[config.mk]
export PLATFORM = sky130hd
export DESIGN_NAME = cc_fetch_queue_flat
export DESIGN_NICKNAME = d
export VERILOG_FILES = /design/src/rtl/cc_fetch_queue_if.sv /design/src/rtl/cc_fetch_queue.sv /design/src/flat_wrapper.sv
export SDC_FILE = /design/constraint.sdc
export NUM_CORES = 1
export LEC_CHECK = 0
export CORE_MARGIN = 3
export CORE_UTILIZATION = 35
export DETAILED_ROUTE_END_ITERATION = 10
export GPL_TIMING_DRIVEN = 0
export PLACE_DENSITY = 0.57
export SLEW_MARGIN = 30
export SYNTH_ARGS = -nofsm -noshare
export SYNTH_HDL_FRONTEND = slang
export SYNTH_SLANG_ARGS = --single-unit
[constraint.sdc]
create_clock -name clk -period 6.8 [get_ports clk]
set_clock_uncertainty 0.05 [all_clocks]
set_input_delay 2.04 -clock clk [delete_from_list [all_inputs] [get_ports clk]]
set_output_delay 2.04 -clock clk [all_outputs]
set_load 0.1 [all_outputs]
[src/rtl/cc_fetch_queue_if.sv]
// Fetch-queue bus: upstream push, decode-side valid/ready, and status back to fetch.
interface cc_fetch_queue_if #(
    parameter int unsigned WIDTH = 32,
    parameter int unsigned DEPTH = 8
);
    localparam int unsigned CW = $clog2(DEPTH) + 1;

    logic             except;
    logic             in_en;
    logic [WIDTH-1:0] in_data;
    logic             fstall;
    logic             out_valid;
    logic [WIDTH-1:0] out_data;
    logic             out_ready;
    logic [CW-1:0]    count;
    logic             overflow;

    // Queue side.
    modport slave (
        input  except, in_en, in_data, out_ready,
        output fstall, out_valid, out_data, count, overflow
    );

    // Pipeline / environment side.
    modport master (
        output except, in_en, in_data, out_ready,
        input  fstall, out_valid, out_data, count, overflow
    );
endinterface

[src/rtl/cc_fetch_queue.sv]
// First-word-fall-through fetch queue with registered stall generation and
// headroom for the words the upstream stage can still release after stalling.
module cc_fetch_queue #(
    parameter int unsigned WIDTH  = 32,
    parameter int unsigned DEPTH  = 8,
    parameter int unsigned MARGIN = 2
) (
    input  logic               clk,
    input  logic               rst,
    cc_fetch_queue_if.slave    bus
);
    localparam int unsigned PW = $clog2(DEPTH);
    localparam int unsigned CW = PW + 1;
    localparam int unsigned STALL_AT = DEPTH - MARGIN;

    logic [WIDTH-1:0] mem_q [DEPTH];
    logic [PW-1:0]    wp_q;
    logic [PW-1:0]    rp_q;
    logic [CW-1:0]    count_q;
    logic             fstall_q;
    logic             overflow_q;

    logic             pop_c;
    logic             push_c;
    logic             drop_c;
    logic [CW-1:0]    count_d;
    logic [PW-1:0]    wp_d;
    logic [PW-1:0]    rp_d;
    logic             fstall_d;
    logic             overflow_d;

    // Handshake decode and next-state computation.
    always_comb begin
        pop_c      = 1'b0;
        push_c     = 1'b0;
        drop_c     = 1'b0;
        count_d    = count_q;
        wp_d       = wp_q;
        rp_d       = rp_q;
        fstall_d   = fstall_q;
        overflow_d = overflow_q;

        pop_c  = (count_q != CW'(0)) & bus.out_ready;
        push_c = bus.in_en & ((count_q < CW'(DEPTH)) | pop_c);
        drop_c = bus.in_en & ~push_c;

        count_d    = count_q + CW'(push_c) - CW'(pop_c);
        wp_d       = wp_q + PW'(push_c);
        rp_d       = rp_q + PW'(pop_c);
        fstall_d   = (count_d >= CW'(STALL_AT));
        overflow_d = overflow_q | drop_c;
    end

    // State update: reset, then flush, then normal operation.
    always_ff @(posedge clk) begin
        if (!rst) begin
            for (int i = 0; i < int'(DEPTH); i++) begin
                mem_q[i] <= '0;
            end
            wp_q       <= '0;
            rp_q       <= '0;
            count_q    <= '0;
            fstall_q   <= 1'b0;
            overflow_q <= 1'b0;
        end else if (bus.except) begin
            wp_q     <= '0;
            rp_q     <= '0;
            count_q  <= '0;
            fstall_q <= 1'b0;
        end else begin
            if (push_c) begin
                mem_q[wp_q] <= bus.in_data;
            end
            wp_q       <= wp_d;
            rp_q       <= rp_d;
            count_q    <= count_d;
            fstall_q   <= fstall_d;
            overflow_q <= overflow_d;
        end
    end

    assign bus.fstall    = fstall_q;
    assign bus.overflow  = overflow_q;
    assign bus.count     = count_q;
    assign bus.out_valid = (count_q != CW'(0));
    assign bus.out_data  = mem_q[rp_q];
endmodule
[src/flat_wrapper.sv]
// flat-port wrapper written by rule: the top's interface ports become plain ports
module cc_fetch_queue_flat 
#(
    parameter int unsigned WIDTH  = 32,
    parameter int unsigned DEPTH  = 8,
    parameter int unsigned MARGIN = 2
)
  (clk, rst, bus_except, bus_in_en, bus_in_data, bus_out_ready, bus_fstall, bus_out_valid, bus_out_data, bus_count, bus_overflow);
  cc_fetch_queue_if #(.WIDTH(WIDTH), .DEPTH(DEPTH)) bus_i ();
  input  logic clk;
  input  logic rst;
  input wire logic [$bits(bus_i.except)-1:0] bus_except;
  input wire logic [$bits(bus_i.in_en)-1:0] bus_in_en;
  input wire logic [$bits(bus_i.in_data)-1:0] bus_in_data;
  input wire logic [$bits(bus_i.out_ready)-1:0] bus_out_ready;
  output wire logic [$bits(bus_i.fstall)-1:0] bus_fstall;
  output wire logic [$bits(bus_i.out_valid)-1:0] bus_out_valid;
  output wire logic [$bits(bus_i.out_data)-1:0] bus_out_data;
  output wire logic [$bits(bus_i.count)-1:0] bus_count;
  output wire logic [$bits(bus_i.overflow)-1:0] bus_overflow;
  assign bus_i.except = bus_except;
  assign bus_i.in_en = bus_in_en;
  assign bus_i.in_data = bus_in_data;
  assign bus_i.out_ready = bus_out_ready;
  assign bus_fstall = bus_i.fstall;
  assign bus_out_valid = bus_i.out_valid;
  assign bus_out_data = bus_i.out_data;
  assign bus_count = bus_i.count;
  assign bus_overflow = bus_i.overflow;
  cc_fetch_queue #(.WIDTH(WIDTH), .DEPTH(DEPTH), .MARGIN(MARGIN)) u_core (.clk(clk), .rst(rst), .bus(bus_i));
endmodule
==> impl_metrics.tcl, run 1 <==
set metrics [dict create \
    die-area_mm2 0.03973 \
    grt_pass1_vias 9842 \
    drive_gt1_share_pct 20.27 \
    dieWidth_um 199.3 \
    routed_wl_mm 46.93 \
    rows 70 \
    drcViolationCount 0 \
    cts_sinks 268 \
    crit_type "reg2out" \
    ys_ff_latch 268 \
    viasPerCell 6.182 \
    syn_area_mm2 0.01308 \
    slew_headroom_pct 33.21 \
    crit_path_max_fanout 10 \
    core_mm2 0.03670 \
    status "complete, no violations" \
    critPathArrivalTime_ns 3.56 \
    diodes 0 \
    endpoint_kind "output pin" \
    syn_nets 974 \
    synth_warnings 0 \
    die_y_um 199.3 \
    wl_per_cell_um 29.93 \
    ant_nets 0 \
    clockRootBuffer "clkbuf_16" \
    hold_end "u_core.bus.overflow" \
    startpoint_type "flip-flop" \
    fin_crit_sh_pct 83.06 \
    p_per_area_mw_per_mm2 304.3 \
    antenna_found_initial 0 \
    rsz0062_at_grt "no" \
    synth_cell_type_count 36 \
    globalplace.congestion 0.8667 \
    area_delta_synth_final_pct 21.20 \
    grtUsageTotal_pct 23.51 \
    synth.top_cell.area_share_pct 58.77 \
    total_power_mw 4.824 \
    critPathMaxStageDelay_ns 0.97 \
    ir_drop_mv 0.3337 \
    worst-r2r-cell-count 11 \
    slowest_stage "clkdlybuf4s50_1" \
    whs_ns 0.4487 \
    drv_slew 0 \
    hold-path-cell-count 1 \
    regToRegStartpoint "u_core.bus.count[2]" \
    first_pass_iters 5 \
    instances_no_fill 1568 \
    maxCapViolCount 0 \
    cts_hold_buf 0 \
    synth-main-ff-cell "edfxtp_1" \
    syn_area_per_cell_um2 14.11 \
    setup_viol 0 \
    synth-seq-area-share_pct 60.60 \
    cts_tree "done" \
    finalSetupTns_ns 0 \
    tightest_slew_ns 0.9987 \
    final_hold_viol_count 0 \
    hp-start "u_core.bus.overflow" \
    start_util_pct 35.65 \
    cts_buffers 30 \
    place_inst 1513 \
    path_cells "buf_6 -> clkbuf_1 -> mux4_2 -> mux2_2 -> clkdlybuf4s50_1" \
    netlist_top_cells_count "edfxtp_1 (256), nor4_1 (192), nor2_1 (69), nand3_1 (68), clkbuf_1 (45)" \
    synth_edf_count 256 \
    synth.area.top_cells "edfxtp_1 (59%), nor4_1 (9.2%), mux4_1 (7.0%), mux4_2 (5.0%), mux2_2 (2.8%)" \
    worstSkewPairLatency_ns 0.55 \
    post_cts_buffers 0 \
    period_minus_slack_ns 5.648 \
    numPortBuffers 75 \
    ys_async_sr_fraction_pct 0 \
    postSynthCellCount 927 \
    leakage_nw 5.388 \
    h-tree-depth 1 \
    grt_max_degree 16 \
    clk_pin_slew_ns 0.06 \
    min_path_type "reg2reg" \
    synth_most_common_cell "edfxtp_1" \
    vias 9694 \
    dr.first_iter.drc_count 1309 \
    grt_overflow 0 \
    cts_resized 0 \
    clockBufferDepth 3 \
    hpwl_mm 31.38 \
    nets 1124 \
    r2r-end "u_core.bus.fstall" \
    r2r_setup_slack_ns 3.89 \
    pin_count 76 \
    crit_required_ns 4.71 \
    grt_first_pass_wirelength_mm 67.05 \
    synth_largest_area_cell "edfxtp_1" \
    max_freq_mhz 177.0 \
]
==> flip-flops by register name, indices dropped and copies added, names as in the netlist <==
signal and cells:
u_core.mem_q 256, u_core.bus.count 4, u_core.rp_q 3, u_core.wp_q 3
u_core.bus.fstall 1, u_core.bus.overflow 1
==> metrics by stage <==
stage          worst slack (ns)  util, %  instance area [um^2]
6_report                  1.152    43.20                 15850
3_3_place_gp             -4.621    39.29                 14420
5_1_grt                   1.086    43.20                 15850
4_1_cts                   1.174    43.20                 15850
3_5_place_dp              1.765    40.62                 14910
2_1_floorplan            0.2981        -                 13080
==> cell type report <==
cell class                 instances  area, um^2
sequential                       268        7928
clock buffer                      37       777.0
buffer                           114       676.9
tap                              468       585.6
timing repair buffer             118        1166
clock inverter                    18       168.9
multi-input combinational        538        4526
fill                            3351       20840
inverter                           7       26.28
==> power breakdown <==
part           leakage, nW  switching (mW)  total [mW]  internal (mW)
clock network        0.462           0.670        1.59          0.920
logic                 2.18           0.916        1.32          0.404
registers             2.74          0.0278        1.91           1.89
==> worst max-delay path, delay by kind of cell (launching register included) <==
family / cells / cell delay, ns
muxes: 2 / 0.72
buffers and inverters: 3 / 1.92
DFF: 1 / 0.35
==> logic make-up (layout without fill, tap and decap cells) <==
logic type	after synthesis	after routing	synth area share, %
AO/OA/AOI/OAI	14	14	0.7365
XOR/XNOR	3	3	0.2009
adder cells (fa/ha/maj)	10	10	1.014
buffers and inverters	121	294	5.375
flip-flops	268	268	60.60
multiplexers	96	96	14.78
AND/OR/NAND/NOR	415	415	17.29
==> per-layer routing <==
metal,global-route usage (%),vias to the layer above,wire (um)
met4,8.225,0,1662
met3,7.065,117,5694
li1,-,4046,-
met5,0,-,0
met1,31.41,4835,18370
met2,36.74,696,21200
==> how the worst max path moves through the flow <==
stage / from / endpoint / slack [ns] / depth (start not counted)
floorplan: bus_except / u_core.mem_q[0][0] / 0.30 / 4
global placement: bus_except / u_core.mem_q[0][28] / -4.62 / 5
detailed placement: u_core.rp_q[1] / bus_out_data[19] / 1.77 / 5
CTS: u_core.rp_q[1] / bus_out_data[19] / 1.17 / 5
global route: u_core.rp_q[1] / bus_out_data[19] / 1.09 / 5
finish: u_core.rp_q[1] / bus_out_data[19] / 1.15 / 5
==> layout by cell type, fill, tap and decap left out, types with 2 or more instances in the layout <==
cell type,instances
mux4_2,29
clkinv_1,9
clkbuf_16,30
nand2_1,34
buf_4,34
inv_1,7
clkdlybuf4s50_1,75
nor2b_1,19
edfxtp_1,256
and2_1,7
nor4_1,192
mux2_2,32
clkbuf_8,4
nand3_1,68
dfxtp_1,12
o41ai_2,4
clkbuf_1,52
mux4_1,35
ha_1,9
buf_16,8
nand2b_1,19
buf_6,10
buf_2,56
xnor2_1,2
clkinv_2,4
nor2_1,69
o21ai_4,4
bufinv_16,3
Power figures use the tool's default switching activity.
==> run 2: changes to the inputs <==
--- a/config.mk
+++ b/config.mk
@@ -9,7 +9,7 @@
 export CORE_UTILIZATION = 35
 export DETAILED_ROUTE_END_ITERATION = 10
 export GPL_TIMING_DRIVEN = 0
-export PLACE_DENSITY = 0.57
+export PLACE_DENSITY = 0.56
 export SLEW_MARGIN = 30
 export SYNTH_ARGS = -nofsm -noshare
 export SYNTH_HDL_FRONTEND = slang
==> constraint.sdc (replaced) <==
create_clock -name clk -period 5.35 [get_ports clk]
set_clock_uncertainty 0.05 [all_clocks]
set_input_delay 1.605 -clock clk [delete_from_list [all_inputs] [get_ports clk]]
set_output_delay 1.605 -clock clk [all_outputs]
set_load 0.1 [all_outputs]
==> run 2 against run 1 <==
Net effect:
- global-route usage hardly changed
- register-to-register slack worse by 1.6 ns
- core utilization is 0.075 points higher
- setup slack worse by 1.0 ns
- via count hardly changed
- sequential share of layout area is 0.087 points lower
- sequential power is 27% higher
==> impl_metrics.tcl, run 2 (synthesized netlist as in run 1, its figures left out) <==
set metrics [dict create \
    clk_pin_slew_ns 0.06 \
    r2r_setup_slack_ns 2.27 \
    fin_crit_sh_pct 97.52 \
    fill_cells 3342 \
    final_hold_viol_count 0 \
    r2r-end "u_core.mem_q[6][24]" \
    critPathMaxStageDelay_ns 0.98 \
    cts_resized 0 \
    p_per_area_mw_per_mm2 390.6 \
    first_pass_iters 5 \
    routed_wl_mm 47.25 \
    crit_type "reg2out" \
    grt_max_degree 17 \
    setup_viol 0 \
    cp_top_family "buffers and inverters" \
    slowest_stage "clkdlybuf4s50_1" \
    max_freq_mhz 191.7 \
    drive_gt1_share_pct 20.42 \
    start_util_pct 35.65 \
    globalplace.congestion 0.8539 \
    startpoint_type "flip-flop" \
    leakage_nw 5.404 \
    place_inst 1512 \
    maxCapViolCount 0 \
    cts_hold_buf 0 \
    grt_first_pass_wirelength_mm 66.94 \
    crit_path_max_fanout 10 \
    core_mm2 0.03670 \
    finalSetupTns_ns 0 \
    clockPowerShare_pct 33.8 \
    swShare_pct 33.52 \
    worst-r2r-cell-count 10 \
    viasPerCell 6.173 \
    grt_overflow 0 \
    area_delta_synth_final_pct 21.41 \
    final_cell_mix "edfxtp_1 (256), nor4_1 (192), clkdlybuf4s50_1 (75), nor2_1 (69), nand3_1 (68)" \
    tightest_slew_ns 1.026 \
    diodes 0 \
    nets 1124 \
    crit_cells 5 \
    crit_required_ns 3.70 \
    hold-path-cell-count 1 \
    cp-startpoint "u_core.rp_q[1]" \
    p_int_mw 4.124 \
    antenna_found_initial 0 \
    seq_power_share_pct 39.2 \
    endpoint_kind "output pin" \
    rows 70 \
    p_switching_mw 2.079 \
    largest_register_ffs 256 \
    instances_no_fill 1570 \
    largest_register "u_core.mem_q" \
    die_y_um 199.3 \
    dr.first_iter.drc_count 1409 \
    drv_slew 0 \
    combPwrFrac_pct 27.0 \
    cp_num_buf_inv 3 \
    die-area_mm2 0.03973 \
    clockRootBuffer "clkbuf_16" \
    dieWidth_um 199.3 \
    grt_pass1_vias 9836 \
    drcViolationCount 0 \
    status "complete, no violations" \
    whs_ns 0.4477 \
    cts_tree "done" \
    path_cells "buf_6 -> clkbuf_1 -> mux4_2 -> mux2_2 -> clkdlybuf4s50_1" \
    worstSkewPairLatency_ns 0.57 \
    grtUsageTotal_pct 23.56 \
    crit_end "bus_out_data[31]" \
    period_minus_slack_ns 5.217 \
    wl_per_cell_um 30.09 \
    min_path_type "reg2reg" \
    pin_count 76 \
    critPathArrivalTime_ns 3.56 \
    h-tree-depth 1 \
    post_cts_buffers 0 \
    fin_util_pct 43.28 \
    slew_headroom_pct 31.61 \
    regToRegStartpoint "u_core.bus.count[2]" \
    vias 9691 \
    cts_sinks 268 \
    hpwl_mm 31.58 \
    ir_drop_mv 0.4151 \
    clockBufferDepth 3 \
    cts_buffers 31 \
    final_common_cell "edfxtp_1" \
    ant_nets 0 \
    rsz0062_at_grt "no" \
    numPortBuffers 75 \
]
run 2: cell count changes in the layout (fill, tap and decap cells not counted), sizes merged:
cell / change
inv: +1
clkinv: -1
clkbuf: +3
buf: -1
run 2: final cells by class:
cell class	instances	area (um^2)	share of cell area [%]
clock inverter	18	180.2	1.134
inverter	7	26.28	0.1654
clock buffer	40	809.5	5.097
multi-input combinational	538	4526	28.50
sequential	268	7928	49.92
buffer	114	678.2	4.270
timing repair buffer	117	1149	7.232
tap	468	585.6	3.687
run 2: power by group through the flow:
stage          clock network (mW)  registers, mW  logic, mW
2_1_floorplan                   0           2.56       1.07
3_3_place_gp                    0           2.49       1.61
3_5_place_dp                    0           2.48       1.66
4_1_cts                      2.10           2.43       1.67
5_1_grt                      2.19           2.44       1.74
6_report                     2.09           2.43       1.68
run 2: metrics by stage:
stage	total power [mW]	setup slack, ns	instance area [um^2]
final	6.204	0.1327	15880
after global routing	6.378	0.04121	15880
after CTS	6.203	0.1296	15880
after detailed placement	4.137	0.5549	14890
after global placement	4.108	-5.773	14420
after floorplan	3.629	-0.7169	13080
run 2: layer usage:
| metal | vias up | track usage (%) | share of wire, % |
|---|---|---|---|
| met3 | 132 | 5.716 | 12 |
| li1 | 4041 | - | - |
| met2 | 687 | 36.98 | 45 |
| met4 | 0 | 8.824 | 3.7 |
| met1 | 4831 | 31.97 | 39 |
| met5 | - | 0 | 0 |
run 2: how the worst min path moves through the flow:
stage          slack (ns)             endpoint           startpoint
6_report             0.45  u_core.bus.overflow  u_core.bus.overflow
5_1_grt              0.50  u_core.bus.overflow  u_core.bus.overflow
4_1_cts              0.46  u_core.bus.overflow  u_core.bus.overflow
3_5_place_dp         0.43  u_core.bus.overflow  u_core.bus.overflow
3_3_place_gp         0.42  u_core.bus.overflow  u_core.bus.overflow
2_1_floorplan        0.48       u_core.wp_q[0]       u_core.wp_q[0]
run 2: worst register-to-register path, cell delays in order, from the launching register on:
cell	delay, ns
dfxtp_1	0.33
inv_1	0.06
ha_1	0.18
or3b_4	0.24
a21oi_2	0.13
buf_4	0.21
o41ai_2	0.63
buf_2	0.32
buf_2	0.22
buf_2	0.22
buf_2	0.20
